## src/rtl/buzzer_pkg.sv

```systemverilog
// buzzer_pkg: types and defaults shared by the buzzer driver and the frequency-select front end
package buzzer_pkg;
  localparam int CMP_W   = 22;
  localparam int MIN_CMP = 2500;
  localparam int RST_CMP = 250000;
  typedef logic [CMP_W-1:0] cmp_t;
  typedef enum logic [1:0] {IDLE, TONE, GAP} state_t;
endpackage

```

## src/rtl/buzzer_half_period_ctr.sv

```systemverilog
// buzzer_half_period_ctr: half-period counter with clamped compare reload and tone toggle
module buzzer_half_period_ctr #(
  parameter int MIN_CMP = buzzer_pkg::MIN_CMP,
  parameter int RST_CMP = buzzer_pkg::RST_CMP
) (
  input  logic              clk_i,
  input  logic              rst_n_i,
  input  logic              i_start,
  input  logic              i_tick,
  input  logic              i_stay,
  input  buzzer_pkg::cmp_t  i_cmp,
  output logic              o_tone_nxt,
  output logic              o_reload
);
  import buzzer_pkg::*;
  cmp_t r_cnt, r_cmp_q, w_eff;
  logic r_tone, r_reload, w_bnd, w_load;
  always_comb begin
    w_eff      = (i_cmp < cmp_t'(MIN_CMP)) ? cmp_t'(MIN_CMP) : i_cmp;
    w_bnd      = r_cnt == r_cmp_q - 1'b1;
    w_load     = i_start | (i_tick & w_bnd);
    o_tone_nxt = i_start | (i_stay & (r_tone ^ w_bnd));
  end
  // compare value is only sampled at a boundary so a running half-period keeps its length
  always_ff @(posedge clk_i or negedge rst_n_i) begin
    if (!rst_n_i) begin
      r_cnt    <= '0;
      r_cmp_q  <= cmp_t'(RST_CMP);
      r_tone   <= 1'b0;
      r_reload <= 1'b0;
    end else begin
      r_cnt    <= (i_stay & ~w_bnd) ? r_cnt + 1'b1 : '0;
      r_cmp_q  <= w_load ? w_eff : r_cmp_q;
      r_tone   <= o_tone_nxt;
      r_reload <= w_load;
    end
  end
  assign o_reload = r_reload;
endmodule

```

## src/rtl/buzzer_tone_gen.sv

```systemverilog
// buzzer_tone_gen: active-low piezo square-wave driver with optional on/off beep cadence
module buzzer_tone_gen #(
  parameter int MIN_CMP    = buzzer_pkg::MIN_CMP,
  parameter int RST_CMP    = buzzer_pkg::RST_CMP,
  parameter int ON_CYCLES  = 25000000,
  parameter int OFF_CYCLES = 25000000
) (
  input  logic             clk_i,
  input  logic             rst_n_i,
  input  logic             enable_i,
  input  logic             beep_mode_i,
  input  buzzer_pkg::cmp_t cmp_freq_i,
  output logic             buzzer_n_o,
  output logic             active_o,
  output logic             cmp_reload_o
);
  import buzzer_pkg::*;
  localparam int CAD_MAX = (ON_CYCLES > OFF_CYCLES) ? ON_CYCLES : OFF_CYCLES;
  localparam int CAD_W   = $clog2(CAD_MAX);
  state_t r_state, w_nstate;
  logic [CAD_W-1:0] r_cad;
  logic r_buzzer_n, r_active, w_tone_nxt, w_start, w_tick, w_stay, w_count;
  always_comb begin
    w_nstate = !enable_i ? IDLE :
               (r_state == IDLE) ? TONE :
               (r_state == TONE) ? ((beep_mode_i && r_cad == CAD_W'(ON_CYCLES - 1)) ? GAP : TONE) :
               ((r_cad == CAD_W'(OFF_CYCLES - 1) || !beep_mode_i) ? TONE : GAP);
    w_start  = (w_nstate == TONE) && (r_state != TONE);
    w_tick   = (r_state == TONE) && enable_i;
    w_stay   = (r_state == TONE) && (w_nstate == TONE);
    w_count  = (w_nstate == r_state) && ((r_state == GAP) || (r_state == TONE && beep_mode_i));
  end
  buzzer_half_period_ctr #(.MIN_CMP(MIN_CMP), .RST_CMP(RST_CMP)) u_hp (
    .clk_i      (clk_i),
    .rst_n_i    (rst_n_i),
    .i_start    (w_start),
    .i_tick     (w_tick),
    .i_stay     (w_stay),
    .i_cmp      (cmp_freq_i),
    .o_tone_nxt (w_tone_nxt),
    .o_reload   (cmp_reload_o)
  );
  always_ff @(posedge clk_i or negedge rst_n_i) begin
    if (!rst_n_i) begin
      r_state    <= IDLE;
      r_cad      <= '0;
      r_buzzer_n <= 1'b1;
      r_active   <= 1'b0;
    end else begin
      r_state    <= w_nstate;
      r_cad      <= w_count ? r_cad + 1'b1 : '0;
      r_buzzer_n <= ~((w_nstate == TONE) && w_tone_nxt);
      r_active   <= w_nstate != IDLE;
    end
  end
  assign buzzer_n_o = r_buzzer_n;
  assign active_o   = r_active;
endmodule
```

## config.mk

```make
export PLATFORM = sky130hd
export DESIGN_NAME = buzzer_tone_gen
export DESIGN_NICKNAME = d
export VERILOG_FILES = /design/src/rtl/buzzer_pkg.sv /design/src/rtl/buzzer_half_period_ctr.sv /design/src/rtl/buzzer_tone_gen.sv
export SDC_FILE = /design/constraint.sdc
export NUM_CORES = 1
export LEC_CHECK = 0
export CAP_MARGIN = 20
export CORE_ASPECT_RATIO = 1.75
export CORE_MARGIN = 5
export CORE_UTILIZATION = 30
export DETAILED_ROUTE_END_ITERATION = 12
export PLACE_DENSITY = 0.52
export SLEW_MARGIN = 10
export SYNTH_ARGS = -nofsm -noshare
export SYNTH_HDL_FRONTEND = slang
export SYNTH_SLANG_ARGS = --single-unit
export TNS_END_PERCENT = 100
```

## constraint.sdc

```tcl
create_clock -name clk_i -period 3.33 [get_ports clk_i]
set_input_delay 0.4995 -clock clk_i [delete_from_list [all_inputs] [get_ports clk_i]]
set_output_delay 0.4995 -clock clk_i [all_outputs]
set_load 0.01 [all_outputs]
```

Word-level counts from Yosys, hierarchy flattened
Cells that the tools add are included.
W data, S select, Z words.

operators by class
  add/sub/neg operators = 3
  magnitude comparators = 1
  eq/ne operators = 7
  muxes and demuxes = 8
  bitwise operators = 8
  reductions and logical operators = 12

operator list
  cell                     number
  $mux W22                 2
  $add A25 B1 Y25 const B  1
  $eq A25 B25 Y1 const B   1
  $mux W25                 1
  $add A22 B1 Y22 const B  1
  $eq A22 B22 Y1           1
  $lt A22 B12 Y1 const B   1
  $sub A22 B1 Y22 const B  1
  $mux W2                  5
  $logic_and A1 B1 Y1      7
  $eq A2 B1 Y1 const B     2
  $and A1 B1 Y1            3
  $eq A2 B2 Y1             1
  $eq A2 B2 Y1 const B     1
  $logic_not A2 Y1         1
  $logic_or A1 B1 Y1       2
  $ne A2 B1 Y1 const B     1
  $not A1 Y1               2
  $or A1 B1 Y1             2
  $reduce_bool A2 Y1       1
  $logic_not A1 Y1         1
  $xor A1 B1 Y1            1

storage, ports and cells
  register bits = 75
  output and inout port bits = 3
  word-level logic and storage cells = 47

Logic depth before layout (Yosys ltp)
Gate-level depths: netlist (run 1).

  depth after elaboration = 12
  gate-level depth with buffers = 13
  mapped depth without buffers = 10

Modules after synthesis
A second synthesis (run 1) with hierarchy kept.

second synthesis, totals
  cell total of the unflattened synthesis = 498
  area, all modules = 4818.4 µm²

by module, submodules not included
  module                  instances  cells an instance  area each (µm²)
  buzzer_half_period_ctr  1          334                3219.3
  buzzer_tone_gen         1          164                1599.0

Worst setup path before layout (run 1)
OpenSTA, ideal clock, no wires.

  path type = register -> register
  start = register u_hp.r_cmp_q[0]
  end = register u_hp.r_cmp_q[18]
  setup time = 125 ps
  data arrival time = 2934 ps
  data required time = 3205 ps
  slack = 271 ps
  stages on the path, launching flop included = 12
  buffers on the path = 2
  cells stage by stage = dfrtp_1 -> inv_1 -> ha_1 -> nor2b_1 -> nand2_1 -> o41a_1 -> or4_4 -> nor4_4 -> a22o_1 -> buf_6 -> buf_12 -> mux2_4

on the way
  longest elaborated chain between the ends = 4

RTL lines
  item                      line                          source
  start: declaration        buzzer_half_period_ctr.sv:16  cmp_t r_cnt, r_cmp_q, w_eff;
  start signal: assignment  buzzer_half_period_ctr.sv:28  r_cmp_q <= cmp_t'(RST_CMP);
  start signal: assignment  buzzer_half_period_ctr.sv:33  r_cmp_q <= w_load ? w_eff : r_cmp_q;
  $sub A22 B1 Y22           buzzer_half_period_ctr.sv:20  w_bnd = r_cnt == r_cmp_q - 1'b1;
  $eq A22 B22 Y1            buzzer_half_period_ctr.sv:20
  $and A1 B1 Y1             buzzer_half_period_ctr.sv:21  w_load = i_start | (i_tick & w_bnd);
  $or A1 B1 Y1              buzzer_half_period_ctr.sv:21
  named net u_hp.w_load     buzzer_half_period_ctr.sv:17  logic r_tone, r_reload, w_bnd, w_load;

The timed path passes the listed nets, and every way through them passes these cells.
A chain may end at the register's enable or synchronous reset.

Final worst setup path (run 1)
  start = register u_hp.r_cmp_q[1]
  end = register u_hp.r_cmp_q[11]

on the way
  longest elaborated chain between the ends = 4

RTL lines
  item             line
  $sub A22 B1 Y22  buzzer_half_period_ctr.sv:20
  $eq A22 B22 Y1   buzzer_half_period_ctr.sv:20
  $and A1 B1 Y1    buzzer_half_period_ctr.sv:21
  $or A1 B1 Y1     buzzer_half_period_ctr.sv:21

Every way passes these cells.

==> results.json, run 1 <==
{
  "dp_hpwl_um": 7880,
  "wl_met2_um": 5870,
  "hold_slack_ns": 0.302,
  "syn_nets": 478,
  "status": "finished clean",
  "cts-root-buf": "clkbuf_16",
  "port-buffer-count": 28,
  "initial_core_util_pct": 30.6,
  "cts_tree": "yes",
  "die_w_um": 100,
  "htreeDepth": 3,
  "max_freq_mhz": 318,
  "gp_congestion": 0.888,
  "synth_cells": 449,
  "grt_setup_unrepaired": "no",
  "grt_usage_pct": 13.0,
  "avgSynthCellArea_um2": 9.52,
  "synth_area_leader_cell": "dfrtp_1",
  "avgViaCountPerCell": 4.90,
  "leakage_nw": 2.05,
  "drc": 0,
  "grt_pass1_vias": 3417,
  "rr_worst_depth": 11,
  "finalWorstSetupSlack_ns": 0.183,
  "drtPass1Iterations": 5,
  "pin_count": 29,
  "drive_above_1_share_pct": 13.8,
  "relSlewSlack_pct": 33.9,
  "power.total_mw": 2.44,
  "finalSetupTns_ns": 0,
  "antenna_found_initial": 1,
  "slew_viol_final": 0,
  "stdcell_area_um2": 5180,
  "vias": 3281,
  "ys_types": 54,
  "crit_fanout": 17,
  "dr_wl_met3_um": 247,
  "synth_seq_cells": 75,
  "final_util_pct": 37.1,
  "fp.dieH_um": 168,
  "stdcell_count": 670,
  "die_area_um2": 16800,
  "cp-end-kind": "flop",
  "synthArstFlopShare_pct": 100,
  "final_antenna_net_count": 0,
  "synth_edf_count": 0,
  "top_layer": "met5",
  "crit_required_ns": 3.55,
  "synth_top_area_share_pct": 39.2,
  "m1WireLength_um": 3980,
  "n_fill_cell": 1427,
  "synthTopCellsByCount": "dfrtp_1, nor2_1, xor2_1",
  "ys.flop_type": "dfrtp_1",
  "cts.hold.buffers_added": 0,
  "start_kind": "flop",
  "coreArea_um2": 14000,
  "clk_latency_ns": 0.34,
  "place_ws_ns": 0.114,
  "irDropWorstVdd_uv": 212,
  "ys_warn_count": 0,
  "crit_type": "reg2reg",
  "overflow": 0,
  "wl_um": 10600,
  "cap_viol_max_count": 0,
  "nets": 517,
  "grt_pass1_wl_um": 17200,
  "numCtsBuffers": 9,
  "cts.sinks": 75,
  "hold_violations": 0,
  "drtIter0Drc": 110,
  "syn_to_final_growth_pct": 21.2,
  "hp-class": "in2async",
  "tightest_slew_ns": 0.992,
  "placed_cells": 653,
  "rows": 57,
  "n_antenna_cell": 0,
  "clk_pin_slew_ns": 0.06,
  "fin_crit_ns": 3.15,
  "yosysSeqAreaShare_pct": 44.1,
  "fin_skew_ns": 0.00795,
  "cp_data_arrival_time_ns": 3.37,
  "cts.path.max_buffers": 2,
  "p_per_area_nw_per_um2": 471,
  "wire_per_inst_um": 15.8,
  "period_share_pct": 94.5,
  "synth_area_leaders": "dfrtp_1, xor2_1, nor2_1",
  "synth_most_common_cell": "dfrtp_1",
  "grt_max_degree": 76,
  "synth_area_um2": 4270,
  "dpl_cell_area_um2": 4810,
  "finalSetupViolCount": 0
}
-- placed cells by master (no fill, tap or decap), types with 2 or more instances in the layout --
cell	netlist	layout
clkbuf_16	0	9
nand3b_1	4	4
mux2i_1	8	8
clkbuf_8	0	2
xnor2_1	26	26
nor4_1	10	6
nor3_1	13	13
nor2b_1	4	3
nand3_1	34	34
inv_1	12	12
clkdlybuf4s50_1	0	27
nor4_2	0	4
xor2_1	40	40
ha_1	3	2
nor2_1	66	66
nand2_1	28	28
mux2_2	9	9
o21ai_0	11	11
nand4b_1	3	3
a21oi_1	8	8
nand2b_1	11	11
buf_4	0	17
dfstp_2	8	8
a22oi_1	5	5
bufinv_16	0	2
mux2_4	3	3
or3_1	8	8
dfrtp_1	67	67
nor4_4	2	2
and3_1	11	11
and4_1	2	2
a31oi_1	2	2
nand4_1	11	11
-- flip-flops by register name, summed over array words and instances, names as in the netlist --
signal         cells
active_o           1
u_hp.r_tone        1
r_state            2
buzzer_n_o         1
u_hp.o_reload      1
r_cad             25
u_hp.r_cmp_q      22
u_hp.r_cnt        22
-- layout make-up --
cell class                      count  area, um2  area share, %
Multi-Input combinational cell    345       2280           44.0
Inverter                           12       45.0          0.869
Tap cell                          177        221           4.27
Clock buffer                       12        256           4.95
Sequential cell                    75       1890           36.4
Timing Repair Buffer               45        418           8.07
Clock inverter                      4       72.6           1.40
-- final timing paths --
check | endpoint | from | slack, ns
max | u_hp.r_cmp_q[11] | u_hp.r_cmp_q[1] | 0.18
min | u_hp.r_cnt[16] | rst_n_i | 0.30
max reg2reg | u_hp.r_cmp_q[11] | u_hp.r_cmp_q[1] | 0.18
min reg2reg | r_cad[0] | r_cad[0] | 0.48
max in group asynchronous | u_hp.r_cmp_q[20] | rst_n_i | 2.36
min in group clk_i | r_cad[0] | r_cad[0] | 0.48
-- where the power goes --
group	switching, mW	leakage, nW	internal, mW
Sequential	0.0719	0.976	0.968
Combinational	0.168	0.916	0.158
Clock	0.381	0.159	0.696
Total	0.621	2.05	1.82
-- timing repair --
action | in CTS | in global routing
endpoints found under the setup margin | 0 | 33
resized for setup | 0 | 7
setup buffers | 0 | 1
-- layer usage --
metal | track usage, % | vias to the layer above
li1 | - | 1638
met1 | 13.6 | 1572
met2 | 23.5 | 46
met3 | 2.11 | 23
met4 | 8.33 | 2
met5 | 0 | -
-- kinds of logic (layout without fill, tap and decap cells) --
group | after synthesis | count (layout) | share of synthesized area [%]
fa+ha+maj | 3 | 3 | 0.878
flops | 75 | 75 | 44.1
simple gates | 217 | 217 | 26.7
compound gates | 39 | 39 | 6.12
buf+inv | 29 | 73 | 3.34
xor+xnor | 66 | 66 | 13.5
mux | 20 | 20 | 5.30
-- critical path: stages, from the launching register on --
cell	delay (ns)
dfrtp_1	0.43
inv_1	0.12
ha_2	0.23
nand2b_1	0.14
a2bb2oi_1	0.16
o21ai_1	0.07
or3_1	0.38
or4_4	0.54
nor4_4	0.20
a22o_1	0.25
buf_12	0.18
mux2_2	0.34
Note: power is estimated with default switching activity, not from simulation.
==> run 2: changes to the inputs <==
--- a/config.mk
+++ b/config.mk
@@ -7,7 +7,6 @@
 export LEC_CHECK = 0
 export CAP_MARGIN = 20
 export CORE_ASPECT_RATIO = 1.75
-export CORE_MARGIN = 5
 export CORE_UTILIZATION = 30
 export DETAILED_ROUTE_END_ITERATION = 12
 export PLACE_DENSITY = 0.52
==> results.json, run 2 (synthesized netlist as in run 1, its figures left out) <==
{
  "grt_max_degree": 76,
  "n_antenna_cell": 0,
  "overflow": 0,
  "numCtsBuffers": 9,
  "finalSetupViolCount": 0,
  "cts-root-buf": "clkbuf_16",
  "regMostFlops": "r_cad",
  "irDropWorstVdd_uv": 230,
  "fin_skew_ns": 0.00972,
  "cp_data_arrival_time_ns": 3.49,
  "leakage_nw": 2.10,
  "stdcell_area_um2": 5280,
  "largest_reg_flops": 25,
  "vias": 3387,
  "grt_pass1_wl_um": 17100,
  "place_ws_ns": 0.115,
  "antenna_found_initial": 0,
  "cp-end-kind": "flop",
  "seq_area_um2": 1890,
  "drive_above_1_share_pct": 16.1,
  "wl_um": 10700,
  "htreeDepth": 3,
  "status": "finished clean",
  "rows": 57,
  "hold_slack_ns": 0.306,
  "switching_share_pct": 26.2,
  "grt_usage_pct": 15.0,
  "drtIter0Drc": 186,
  "finalWorstSetupSlack_ns": 0.101,
  "layout_commonest_cell": "nor2_1",
  "cts.path.max_buffers": 2,
  "die_w_um": 92.2,
  "port-buffer-count": 28,
  "cap_viol_max_count": 0,
  "crit_type": "reg2reg",
  "crit_fanout": 8,
  "top_regs": "r_cad (25), u_hp.r_cmp_q (22), u_hp.r_cnt (22)",
  "internal-power_mw": 1.83,
  "max_freq_mhz": 310,
  "slew_viol_final": 0,
  "dp_hpwl_um": 7800,
  "dpl_cell_area_um2": 4810,
  "switching_power_uw": 648,
  "cts_tree": "yes",
  "comb_power_share_pct": 14.1,
  "finalSetupTns_ns": 0,
  "wire_per_inst_um": 15.7,
  "layout_common_cells": "nor2_1, dfrtp_1, xor2_1, nand3_1, nand2_1",
  "n_fill_cell": 1412,
  "tightest_slew_ns": 0.976,
  "initial_core_util_pct": 30.7,
  "nets": 527,
  "relSlewSlack_pct": 35.0,
  "die_area_um2": 14700,
  "p_per_area_nw_per_um2": 469,
  "crit_required_ns": 3.60,
  "grt_pass1_vias": 3323,
  "gp_congestion": 0.846,
  "cts.sinks": 75,
  "start_kind": "flop",
  "fin_crit_ns": 3.23,
  "power.total_mw": 2.47,
  "hp-class": "in2async",
  "seq_power_share_pct": 42.4,
  "p_clk_share_pct": 43.4,
  "clk_latency_ns": 0.34,
  "avgViaCountPerCell": 4.98,
  "pin_count": 29,
  "syn_to_final_growth_pct": 23.6,
  "multi_input_area_um2": 2280,
  "fp.dieH_um": 160,
  "final_antenna_net_count": 0,
  "drc": 0,
  "hold_violations": 0,
  "period_share_pct": 97.0,
  "drtPass1Iterations": 4,
  "coreArea_um2": 13900,
  "clk_pin_slew_ns": 0.07
}
## run 2: layout make-up
cell class                 count  area share, %
multi-input combinational    345           43.1
inverter                      12          0.853
tap                          177           4.19
timing repair buffer          55           9.78
clock buffer                  11           4.60
sequential                    75           35.8
clock inverter                 5           1.61
## run 2: worst paths after layout
path | from | end | slack (ns) | cells after the start
min | rst_n_i | u_hp.r_cnt[18] | 0.31 | 1
max in group asynchronous | rst_n_i | u_hp.r_cmp_q[3] | 2.31 | 1
max | u_hp.r_cmp_q[3] | u_hp.r_cmp_q[15] | 0.10 | 10
max reg2reg | u_hp.r_cmp_q[3] | u_hp.r_cmp_q[15] | 0.10 | 10
min reg2reg | r_cad[0] | r_cad[0] | 0.50 | 1
min in group clk_i | r_cad[0] | r_cad[0] | 0.50 | 1
## run 2: power by group through the flow
stage,Sequential [mW],Clock [mW],Combinational [mW]
after floorplan,1.03,0,0.200
after global placement,1.06,0,0.313
after global routing,1.05,1.14,0.385
final,1.05,1.08,0.350
after detailed placement,1.07,0,0.317
after CTS,1.05,1.10,0.319
## run 2: metal layers
layer / vias to the layer above / global-route usage [%] / part of all wire (%) / wire length [um]
li1: 1662 / - / - / -
met1: 1677 / 16.0 / 39 / 4160
met2: 36 / 28.6 / 57 / 6130
met3: 12 / 2.67 / 2.0 / 209
met4: 0 / 5.40 / 1.8 / 194
met5: - / 0 / 0 / 0
## run 2: critical path, stage by stage (launching register included)
cell and delay [ns]:
dfrtp_2 0.45, or3_4 0.41, o32ai_2 0.21, o21ai_1 0.09, or3_1 0.31, or4_4 0.50
nor4_4 0.34, a22o_1 0.25, buf_12 0.14, buf_8 0.12, mux2_2 0.33
## run 2: per-stage QoR
stage / cells / util [%]
2_1_floorplan: 449 / -
3_3_place_gp: 652 / 34.6
3_5_place_dp: 652 / 34.6
4_1_cts: 668 / 37.0
5_1_grt: 680 / 38.0
6_report: 680 / 38.0
## run 2: timing repair
action                                  4_1_cts  5_1_grt
hold buffers                                  0        0
gates resized for setup                       0       16
endpoints found under the setup margin        0       18
endpoints found under the hold margin         0        0
setup buffers                                 0       12
